**src/rtl/alu_pipe.sv**
```systemverilog
// -----------------------------------------------------------------------------
// alu_pipe -- two-stage pipelined ALU with valid/ready streams on both sides.
//
// Sixteen operations on signed W-bit operands. Stage 1 registers the operands
// of an accepted beat. Stage 2 registers the result together with the ZERO
// and OVF status flags. OP_CNT counts the result beats taken by downstream.
//
// Handshake: a beat moves when valid and ready are both high at a rising
// edge. The source holds its data steady while valid is high and ready is
// low. IN_READY is combinational from OUT_READY, so a full pipe can accept a
// new beat in the same cycle that its oldest result leaves.
//
// Optional feature: when the macro ALU_PIPE_SAT_EN is defined, ops 0, 1 and
// 8 saturate on signed overflow instead of wrapping. OVF reports the overflow
// in both builds.
//
// Parameters
//   W          operand/result width (>= 2)
//   CNT_W      width of the completed-op counter
// Ports
//   CLK        clock; all state changes on its rising edge
//   RST_N      asynchronous active-low reset
//   IN_VALID   operand beat valid
//   IN_READY   block can accept a beat this cycle
//   A, B       signed operands
//   INST       opcode (0..F)
//   SEL        select bit for ops 6, 7 and F
//   OUT_VALID  result beat valid
//   OUT_READY  downstream accepts the result
//   Z          result
//   ZERO       Z == 0
//   OVF        signed overflow (ops 0, 1 and 8 only; 0 for all other ops)
//   OP_CNT     number of result beats consumed; wraps silently
// -----------------------------------------------------------------------------
module alu_pipe #(
    parameter int W     = 32,
    parameter int CNT_W = 16
) (
    input  logic             CLK,
    input  logic             RST_N,
    input  logic             IN_VALID,
    output logic             IN_READY,
    input  logic [W-1:0]     A,
    input  logic [W-1:0]     B,
    input  logic [3:0]       INST,
    input  logic             SEL,
    output logic             OUT_VALID,
    input  logic             OUT_READY,
    output logic [W-1:0]     Z,
    output logic             ZERO,
    output logic             OVF,
    output logic [CNT_W-1:0] OP_CNT
);

    localparam logic [W-1:0] MIN_VAL = {1'b1, {(W-1){1'b0}}};
`ifdef ALU_PIPE_SAT_EN
    localparam logic [W-1:0] MAX_VAL = {1'b0, {(W-1){1'b1}}};
`endif

    logic         s1_v;
    logic [W-1:0] s1_a;
    logic [W-1:0] s1_b;
    logic [3:0]   s1_inst;
    logic         s1_sel;

    logic         s1_en;
    logic         s2_en;

    logic [W-1:0] sum;
    logic [W-1:0] diff;
    logic [W-1:0] neg;
    logic         a_s;
    logic         b_s;
    logic         ovf_add;
    logic         ovf_sub;
    logic         ovf_neg;
    logic         lt;
    logic         eq;
    logic [W-1:0] alu_z;
    logic         alu_ovf;

    // Stage 2 can load when it is empty or its beat is leaving this cycle.
    // Stage 1 can load when it is empty or its beat is moving into stage 2.
    assign s2_en    = !OUT_VALID || OUT_READY;
    assign s1_en    = !s1_v || s2_en;
    assign IN_READY = s1_en;

    assign sum  = s1_a + s1_b;
    assign diff = s1_a - s1_b;
    assign neg  = '0 - s1_a;
    assign a_s  = s1_a[W-1];
    assign b_s  = s1_b[W-1];

    // Signed overflow: operands of equal sign give a sum of the other sign;
    // operands of differing sign give a difference whose sign is not A's;
    // negating the most-negative value cannot be represented.
    assign ovf_add = (a_s == b_s) && (sum[W-1] != a_s);
    assign ovf_sub = (a_s != b_s) && (diff[W-1] != a_s);
    assign ovf_neg = (s1_a == MIN_VAL);

    assign lt = $signed(s1_a) < $signed(s1_b);
    assign eq = (s1_a == s1_b);

    always_comb begin
        alu_z   = '0;
        alu_ovf = 1'b0;
        case (s1_inst)
            4'h0: begin
                alu_z   = sum;
                alu_ovf = ovf_add;
`ifdef ALU_PIPE_SAT_EN
                // Overflowing sum takes the sign of both operands.
                if (ovf_add) alu_z = a_s ? MIN_VAL : MAX_VAL;
`endif
            end
            4'h1: begin
                alu_z   = neg;
                alu_ovf = ovf_neg;
`ifdef ALU_PIPE_SAT_EN
                if (ovf_neg) alu_z = MAX_VAL;
`endif
            end
            4'h2: alu_z = s1_a & s1_b;
            4'h3: alu_z = s1_a | s1_b;
            4'h4: alu_z = s1_a ^ s1_b;
            4'h5: alu_z = ~s1_a;
            4'h6: alu_z = s1_sel ? s1_b : s1_a;
            4'h7: alu_z = s1_sel ? s1_a : s1_b;
            4'h8: begin
                alu_z   = diff;
                alu_ovf = ovf_sub;
`ifdef ALU_PIPE_SAT_EN
                // Overflowing difference goes toward A's sign.
                if (ovf_sub) alu_z = a_s ? MIN_VAL : MAX_VAL;
`endif
            end
            4'h9: alu_z = {{(W-1){1'b0}}, lt};
            4'hA: alu_z = {{(W-1){1'b0}}, lt || eq};
            4'hB: alu_z = {{(W-1){1'b0}}, !(lt || eq)};
            4'hC: alu_z = {{(W-1){1'b0}}, !lt};
            4'hD: alu_z = {{(W-1){1'b0}}, eq};
            4'hE: alu_z = {{(W-1){1'b0}}, !eq};
            4'hF: alu_z = {{(W-1){1'b0}}, s1_sel ^ s1_b[0]};
            // Reached only by an opcode with X/Z bits; makes that visible in sim.
            default: alu_z = 'x;
        endcase
    end

    // Stage 1: operand registers. They change only on an accepted beat.
    always_ff @(posedge CLK or negedge RST_N) begin
        if (!RST_N) begin
            s1_v    <= 1'b0;
            s1_a    <= '0;
            s1_b    <= '0;
            s1_inst <= '0;
            s1_sel  <= 1'b0;
        end else if (s1_en) begin
            s1_v <= IN_VALID;
            if (IN_VALID) begin
                s1_a    <= A;
                s1_b    <= B;
                s1_inst <= INST;
                s1_sel  <= SEL;
            end
        end
    end

    // Stage 2: result registers. They hold while stalled or when stage 2 empties.
    always_ff @(posedge CLK or negedge RST_N) begin
        if (!RST_N) begin
            OUT_VALID <= 1'b0;
            Z         <= '0;
            ZERO      <= 1'b0;
            OVF       <= 1'b0;
        end else if (s2_en) begin
            OUT_VALID <= s1_v;
            if (s1_v) begin
                Z    <= alu_z;
                ZERO <= (alu_z == '0);
                OVF  <= alu_ovf;
            end
        end
    end

    always_ff @(posedge CLK or negedge RST_N) begin
        if (!RST_N) begin
            OP_CNT <= '0;
        end else if (OUT_VALID && OUT_READY) begin
            OP_CNT <= OP_CNT + CNT_W'(1);
        end
    end

endmodule

```
**config.mk**
```make
export PLATFORM = sky130hd
export DESIGN_NAME = alu_pipe
export DESIGN_NICKNAME = d
export VERILOG_FILES = /design/src/rtl/alu_pipe.sv
export SDC_FILE = /design/constraint.sdc
export NUM_CORES = 1
export LEC_CHECK = 0
export BUFFER_PORTS_ARGS = -buffer_cell sky130_fd_sc_hd__clkbuf_2
export CORE_MARGIN = 4
export CORE_UTILIZATION = 25
export CTS_BUF_LIST = sky130_fd_sc_hd__clkbuf_4 sky130_fd_sc_hd__clkbuf_8
export CTS_CLUSTER_DIAMETER = 100
export DETAILED_ROUTE_END_ITERATION = 10
export GPL_ROUTABILITY_DRIVEN = 0
export GPL_TIMING_DRIVEN = 0
export HOLD_SLACK_MARGIN = 0.06
export PLACE_DENSITY = 0.46
export SLEW_MARGIN = 20
export SYNTH_ARGS = -nofsm -noshare
export SYNTH_HDL_FRONTEND = slang
export SYNTH_SLANG_ARGS = --single-unit
```
**constraint.sdc**
```tcl
create_clock -name CLK -period 4.7 [get_ports CLK]
set_input_delay 0.235 -clock CLK [delete_from_list [all_inputs] [get_ports CLK]]
set_output_delay 0.235 -clock CLK [all_outputs]
set_load 0.005 [all_outputs]
```
# Yosys cells after proc, flatten, opt, wreduce, memory -nomap -nowiden
# Index checks and enable logic that the tools add are counted.
# Widths: inputs -> output; s select.
[totals]
register_bits = 121
latch_bits = 0
ram_bits = 0
romBits = 0
input_bits = 73
word_cells = 60
memories = 0
[classes]
add_sub_neg = 4
mul = 0
n_div = 0
magnitude_cmp = 1
eq_ne = 21
shift = 0
muxes = 4
bitwise_logic = 5
n_reduce_logical = 15
[ops]
columns = ["op", "count"]
rows = [
  ["$pmux 32 s16", 1],
  ["$mux 32", 2],
  ["$add 32x32->32", 1],
  ["$and 32x32->32", 1],
  ["$eq 32x32->1", 1],
  ["$eq 32x32->1 const B", 1],
  ["$eq 4x4->1 const B", 8],
  ["$logic_not 32->1", 1],
  ["$lt 32x32->1", 1],
  ["$not 32->32", 1],
  ["$or 32x32->32", 1],
  ["$sub 1x32->32 const A", 1],
  ["$sub 32x32->32", 1],
  ["$xor 32x32->32", 1],
  ["$add 16x1->16 const B", 1],
  ["$eq 4x3->1 const B", 4],
  ["$eq 4x2->1 const B", 2],
  ["$logic_not 1->1", 5],
  ["$eq 4x1->1 const B", 1],
  ["$logic_not 4->1", 1],
  ["$reduce_and 2->1", 2],
  ["$logic_and 1x1->1", 3],
  ["$logic_or 1x1->1", 3],
  ["$ne 1x1->1", 3],
  ["other kinds (3)", 3],
]

# Depth between registers and ports, before layout
# Gate-level depths: netlist of run 1.
[depth]
depth_word = 5
depth_mapped = 15
ltp_nobuf = 15

# Least setup slack after synthesis of run 1
# No wires, ideal clock.
[synth_timing]
path_type = "flip-flop to flip-flop"
from = "reg s1_a[16]"
to = "reg ZERO"
t_arrival_ns = 3.683
path_slack_ns = 0.950
stages_incl_launch_ff = 15
period_less_slack_ns = 3.750
cell_sequence = "dfrtp_1 -> clkbuf_1 -> inv_1 -> ha_1 -> or3_1 -> or3_1 -> nor4_1 -> mux2i_1 -> o2111a_1 -> o31ai_1 -> a211o_1 -> nor4_1 -> nand4_1 -> nor4_2 -> a41o_1"
[synth_between]
elab_chain_len = 5
word_cells_on_any_way = 17
[synth_lines]
columns = ["element", "line_no", "rtl"]
rows = [
  ["start, declared", "61", "logic [W-1:0] s1_a;"],
  ["start signal, assigned", "153", "s1_a <= '0;"],
  ["start signal, assigned", "160", "s1_a <= A;"],
  ["$lt 32x32->1 or $eq 32x32->1 (tied branches)", "101, 102", ""],
  ["$logic_or 1x1->1", "138, 139", ""],
  ["$logic_not 1->1", "139", "4'hB: alu_z = {{(W-1){1'b0}}, !(lt || eq)};"],
  ["$pmux 32 s16 (*)", "107", "case (s1_inst)"],
  ["$logic_not 32->1 (*)", "179", "ZERO <= (alu_z == '0);"],
  ["end signal, assigned", "179", ""],
  ["end, declared", "50", "output logic ZERO,"],
]
# Every way passes the cells marked *; elsewhere a longest branch is shown, timed or not.
# A chain may end at the register's enable or synchronous reset.

# Worst setup path in the final report of run 1
[layout_timing]
from = "reg s1_a[31]"
to = "reg ZERO"
# Same word-level chain as after synthesis.

==> impl_metrics.json, run 1 <==
{
  "finalWorstSetupSlack_ps": 241.3,
  "critPathArrivalTime_ps": 4900,
  "start_util": 0.2525,
  "layout-drive-gt1-share": 0.1873,
  "worstRegToRegCells": 14,
  "place_area_um2": 13240,
  "finalSetupTns_ps": 0,
  "route.met3.wl_um": 3790,
  "crit_type": "reg -> reg",
  "final_cell_mix": "clkbuf_2 (133), nand2_1 (121), dfrtp_1 (120), a21oi_1 (117), inv_1 (100)",
  "netlist_area_um2": 11760,
  "final_common_cell": "clkbuf_2",
  "fin_crit_ps": 4459,
  "core_area_um2": 46560,
  "grt-ovfl-total": 0,
  "cp-end-kind": "flip-flop",
  "finalHoldViolations": 0,
  "slew-limit-headroom": 0.2575,
  "synth_edf_count": 0,
  "critPathLaunch": "s1_a[31]",
  "vdd_ir_drop_max_uv": 212.1,
  "hold_slack_ps": 264.5,
  "r2r_setup_slack_ps": 240,
  "ys_ff_latch": 121,
  "setup_viol": 0,
  "grt_setup_unrepaired": "yes",
  "ctsHtreeMaxLevel": 4,
  "syn_inst": 1438,
  "leakagePower_uw": 0.006188,
  "maxCapViolCount": 0,
  "grt_max_degree": 64,
  "grt_first_pass_wirelength_um": 76330,
  "seqCellArea_um2": 3029,
  "area_delta_synth_final_pct": 23.52,
  "io_buffers": 124,
  "hold_path.class": "in -> async",
  "power_uw": 5798,
  "stdcell_area_um2": 14520,
  "postSynth.asyncResetShare": 1.000,
  "clock.fmax_mhz": 224.3,
  "fillers": 4982,
  "syn_avg_cell_area_um2": 8.175,
  "post_drt_wl_per_cell_um": 22.13,
  "synth_flop_cell": "dfrtp_1",
  "die_x_um": 224.8,
  "dp_hpwl_um": 40810,
  "worstPathMaxFanout": 10,
  "nets": 1832,
  "routed_wl_um": 50420,
  "core.rowCount": 79,
  "maxSlewViolCount": 0,
  "dr.first_iter.drc_count": 987,
  "numCtsBuffers": 17,
  "cts_tree": "yes",
  "die_y_um": 224.8,
  "path_clk_slew_ps": 70,
  "start_kind": "flip-flop",
  "clk-insertion-delay-late_ps": 510,
  "multi_input_area_um2": 8162,
  "fin_worst_skew_ps": 16.97,
  "die-area_um2": 50550,
  "ios": 125,
  "worstPathRequired_ps": 5140,
  "fin_crit_sh": 0.9487,
  "tightest_slew_ps": 1110,
  "yosys_warnings": 0,
  "root_buffer": "clkbuf_8",
  "seq_area_frac_synth": 0.2576,
  "vias": 12320,
  "place_ws_ps": -949.9,
  "drc": 0,
  "yosysUniqueCellTypes": 80,
  "drtAntennaViolNets": 0,
  "wl_met2_um": 21550,
  "synth_nets": 1611,
  "via_per_inst": 5.408,
  "status": "complete, no violations",
  "clockBufferDepth": 2,
  "grt_pass1_vias": 12110,
  "antenna_found_initial": 0,
  "worstReg2RegEnd": "ZERO",
  "clkSinkCount": 121,
  "top_layer": "met4",
  "p_per_area_nw_per_um2": 399.3,
  "reg2reg_from": "s1_a[31]",
  "grt_usage": 0.1973,
  "met1_length_um": 23220,
  "first_pass_iters": 5
}
==> final cells by class <==
class / instances / share of cell area
clock buffer: 19 / 0.01801
multi-input combinational: 1129 / 0.5621
sequential: 121 / 0.2086
antenna: 1 / 0.0001723
timing repair buffer: 205 / 0.09884
inverter: 100 / 0.02585
buffer: 85 / 0.02301
tap: 607 / 0.05230
clock inverter: 12 / 0.01112
==> power by group <==
part | internal (uW) | switching, uW | total (uW)
Combinational | 1200 | 2010 | 3220
Sequential | 1270 | 267 | 1540
Clock | 555 | 489 | 1040
Total | 3030 | 2770 | 5800
==> flip-flops by register name, indices dropped and copies added (netlist names), 4 cells and up <==
name,count
Z,32
s1_a,32
s1_b,32
OP_CNT,16
s1_inst,4
==> cells by family after synthesis <==
family          Yosys count  synth area share
xor+xnor                 56           0.04172
compound gates          435            0.2529
buf+inv                 188           0.06024
fa+ha+maj               100            0.1077
mux                      93           0.08813
flops                   121            0.2576
simple gates            445            0.1917
==> Yosys cell counts, drive strengths merged (13+ instances only) <==
master,count,area (um2)
mux2,84,945.9
or2,13,81.33
nand4,18,112.6
nand3,37,185.2
a21o,16,120.1
o221ai,13,113.9
nor2b,19,118.9
o21ai,75,375.4
nor2,98,367.9
a21oi,118,590.6
clkbuf,76,285.3
a211oi,13,97.59
xnor2,50,437.9
ha,98,1226
nand2b,13,81.33
inv,100,375.4
o211ai,27,202.7
nor4,22,165.2
a221oi,20,175.2
o22ai,19,118.9
nor3,43,220.2
nand2,121,454.2
dfrtp,121,3028
==> metrics by stage <==
step / instances / util
floorplan: 1438 / -
global placement: 2169 / 0.2821
detailed placement: 2175 / 0.2843
CTS: 2278 / 0.3100
global route: 2278 / 0.3118
finish: 2279 / 0.3119
==> worst max-delay path by stage <==
stage	to	depth (start not counted)
finish	ZERO	14
floorplan	ZERO	14
CTS	ZERO	13
detailed placement	ZERO	15
global placement	ZERO	15
global route	ZERO	12
==> metal layers <==
layer,vias to the layer above,track usage
met5,-,0
met4,0,0.08103
met3,102,0.04111
met2,530,0.2949
li1,5742,-
met1,5950,0.2772
==> critical path, stage by stage, from the launching register on <==
cell	delay [ps]
dfrtp_2	540
inv_1	120
ha_1	300
clkbuf_1	370
nor4_4	480
nand4_1	290
nor4_4	490
mux2i_1	240
o2111a_1	190
o31ai_1	70
a211o_1	340
nor4_2	340
nand4_1	150
nor4_2	260
a41o_1	200
==> repair_timing <==
action	CTS	global route
setup endpoints to repair	3	3
buffers inserted	0	2
hold buffers	73	0
gates resized for setup	11	26
pin swaps	0	3
endpoints found under the hold margin	130	0
Note: power is estimated with default switching activity, not from simulation.
==> run 2: changes to the inputs <==
==> constraint.sdc (replaced) <==
create_clock -name CLK -period 5.13 [get_ports CLK]
set_input_delay 0.2565 -clock CLK [delete_from_list [all_inputs] [get_ports CLK]]
set_output_delay 0.2565 -clock CLK [all_outputs]
set_load 0.005 [all_outputs]
==> run 2 against run 1 <==
Net effect:
- die area unchanged
- total power is 9.1% lower
- design area shrank 0.65%
- via count is 0.36% lower
- critical path depth stayed put
- sequential cell count unchanged
- combinational power decreased by 9.6%
- final cell count is essentially flat
- critical endpoint is now OVF
==> impl_metrics.json, run 2 (same netlist as run 1, synthesis figures left out) <==
{
  "max_stage_delay_ps": 590,
  "fin_cells": 2280,
  "antenna_found_initial": 0,
  "crit_chain": "inv_1 > ha_1 > clkbuf_1 > nor2_1 > a221oi_1 > a21oi_1 > o21ai_0 > nand2_1 > a31oi_1 > o31ai_1 > a221oi_1 > xnor2_1 > a311oi_1 > o21ai_0",
  "cp-end-kind": "flip-flop",
  "grt-ovfl-total": 0,
  "layout-drive-gt1-share": 0.1746,
  "maxSlewViolCount": 0,
  "die_x_um": 224.8,
  "worstReg2RegEnd": "OVF",
  "start_kind": "flip-flop",
  "power_frac_comb": 0.553,
  "drc": 0,
  "leakagePower_uw": 0.006146,
  "clock.fmax_mhz": 203.7,
  "dr.first_iter.drc_count": 1020,
  "status": "complete, no violations",
  "numCtsBuffers": 17,
  "root_buffer": "clkbuf_8",
  "drtAntennaViolNets": 0,
  "cts_tree": "yes",
  "maxCapViolCount": 0,
  "tightest_slew_ps": 1105,
  "crit_type": "reg -> reg",
  "fin_worst_skew_ps": 15.85,
  "grt_first_pass_wirelength_um": 76310,
  "vdd_ir_drop_max_uv": 195.6,
  "p_sw_uw": 2515,
  "reg2reg_from": "s1_a[3]",
  "setup_viol": 0,
  "placed_cells": 2175,
  "place_ws_ps": -519.9,
  "top_regs": "Z (32), s1_a (32), s1_b (32)",
  "grt_pass1_vias": 12100,
  "vias": 12280,
  "dp_hpwl_um": 40810,
  "core.rowCount": 79,
  "clkSinkCount": 121,
  "start_util": 0.2525,
  "area_delta_synth_final_pct": 22.71,
  "final_common_cell": "clkbuf_2",
  "via_per_inst": 5.386,
  "hold_path.class": "in -> async",
  "p_per_area_nw_per_um2": 365.4,
  "final_cell_mix": "clkbuf_2 (126), dfrtp_1 (121), nand2_1 (121), a21oi_1 (118), inv_1 (100)",
  "p_sw_frac": 0.4773,
  "finalWorstSetupSlack_ps": 221.8,
  "clk-insertion-delay-late_ps": 510,
  "first_pass_iters": 8,
  "worstPathMaxFanout": 10,
  "routed_wl_um": 50310,
  "power_uw": 5270,
  "pwr-share-seq": 0.266,
  "grt_max_degree": 64,
  "finalSetupTns_ps": 0,
  "core_area_um2": 46560,
  "die_y_um": 224.8,
  "cpMaxStageDelayCell": "a221oi_1",
  "post_drt_wl_per_cell_um": 22.07,
  "clockBufferDepth": 2,
  "slew-limit-headroom": 0.2529,
  "critPathArrivalTime_ps": 5280,
  "fin_crit_sh": 0.9568,
  "worstPathRequired_ps": 5500,
  "final_util": 0.3098,
  "fillers": 4981,
  "p_int_uw": 2755,
  "grt_usage": 0.1973,
  "finalHoldViolations": 0,
  "die-area_um2": 50550,
  "grt_setup_unrepaired": "no",
  "power.clock.fraction": 0.181,
  "fin_crit_ps": 4908,
  "ios": 125,
  "path_clk_slew_ps": 80,
  "r2r_setup_slack_ps": 220,
  "ctsHtreeMaxLevel": 4,
  "io_buffers": 124,
  "nets": 1833,
  "worstRegToRegCells": 14
}
run 2: cell types whose count changed in the layout (fill, tap and decap cells not counted), sizes merged:
cell    delta
clkbuf     +2
buf        -1
run 2: metal layers:
metal	part of all wire	vias to the layer above	wire [um]	global-route usage
met4	0.038	0	1936	0.08142
met5	0	-	0	0
met1	0.46	5934	22970	0.2766
li1	-	5730	-	-
met3	0.078	104	3909	0.04255
met2	0.43	512	21500	0.2944
run 2: through the flow:
step	hold slack, ps	instance area (um2)
2_1_floorplan	-39.09	11760
3_3_place_gp	464.1	13140
3_5_place_dp	276.8	13240
4_1_cts	271.5	14410
5_1_grt	307.6	14420
6_report	283.9	14430
run 2: final cells by class:
type | instances | area, um2 | area share
plain buffers | 88 | 336.6 | 0.02333
multi-input cells | 1129 | 8080 | 0.5602
clock inverters | 12 | 161.4 | 0.01119
diodes | 1 | 2.502 | 0.0001735
flip-flops and latches | 121 | 3028 | 0.2099
repair buffers | 203 | 1420 | 0.09845
well taps | 607 | 759.5 | 0.05265
clock buffers | 19 | 261.5 | 0.01813
inverters | 100 | 375.4 | 0.02602
run 2: critical path: cells and delay by family, from the launching register on:
| family | cells | cell delay (ps) |
|---|---|---|
| adders and majority gates | 1 | 300 |
| and+or+nand+nor | 2 | 310 |
| DFF | 1 | 550 |
| buffers and inverters | 2 | 510 |
| AOI/OAI and AO/OA | 8 | 2980 |
| xor gates and xnor gates | 1 | 130 |
run 2: worst max-delay path by stage:
stage,from,to,slack [ps],cells past startpoint
after floorplan,s1_a[16],ZERO,1380,14
after detailed placement,s1_a[31],ZERO,-520,15
after global routing,s1_a[3],ZERO,7,14
final,s1_a[3],OVF,220,14
after global placement,s1_a[31],ZERO,-450,15
after CTS,s1_a[31],ZERO,50,15
run 2: power by group through the flow:
| stage | Combinational, uW | Sequential (uW) | Clock, uW |
|---|---|---|---|
| CTS | 2870 | 1400 | 1000 |
| global placement | 2780 | 1410 | 0 |
| floorplan | 1810 | 1360 | 0 |
| finish | 2910 | 1400 | 956 |
| detailed placement | 2800 | 1420 | 0 |
| global route | 3190 | 1440 | 1040 |
run 2: what timing repair did:
action                                  CTS  global route
buffers inserted                          0             0
resized for setup                         3             9
endpoints found under the hold margin   130             0
hold buffers                             73             0
endpoints found under the setup margin    1             1
cloned                                    0             0
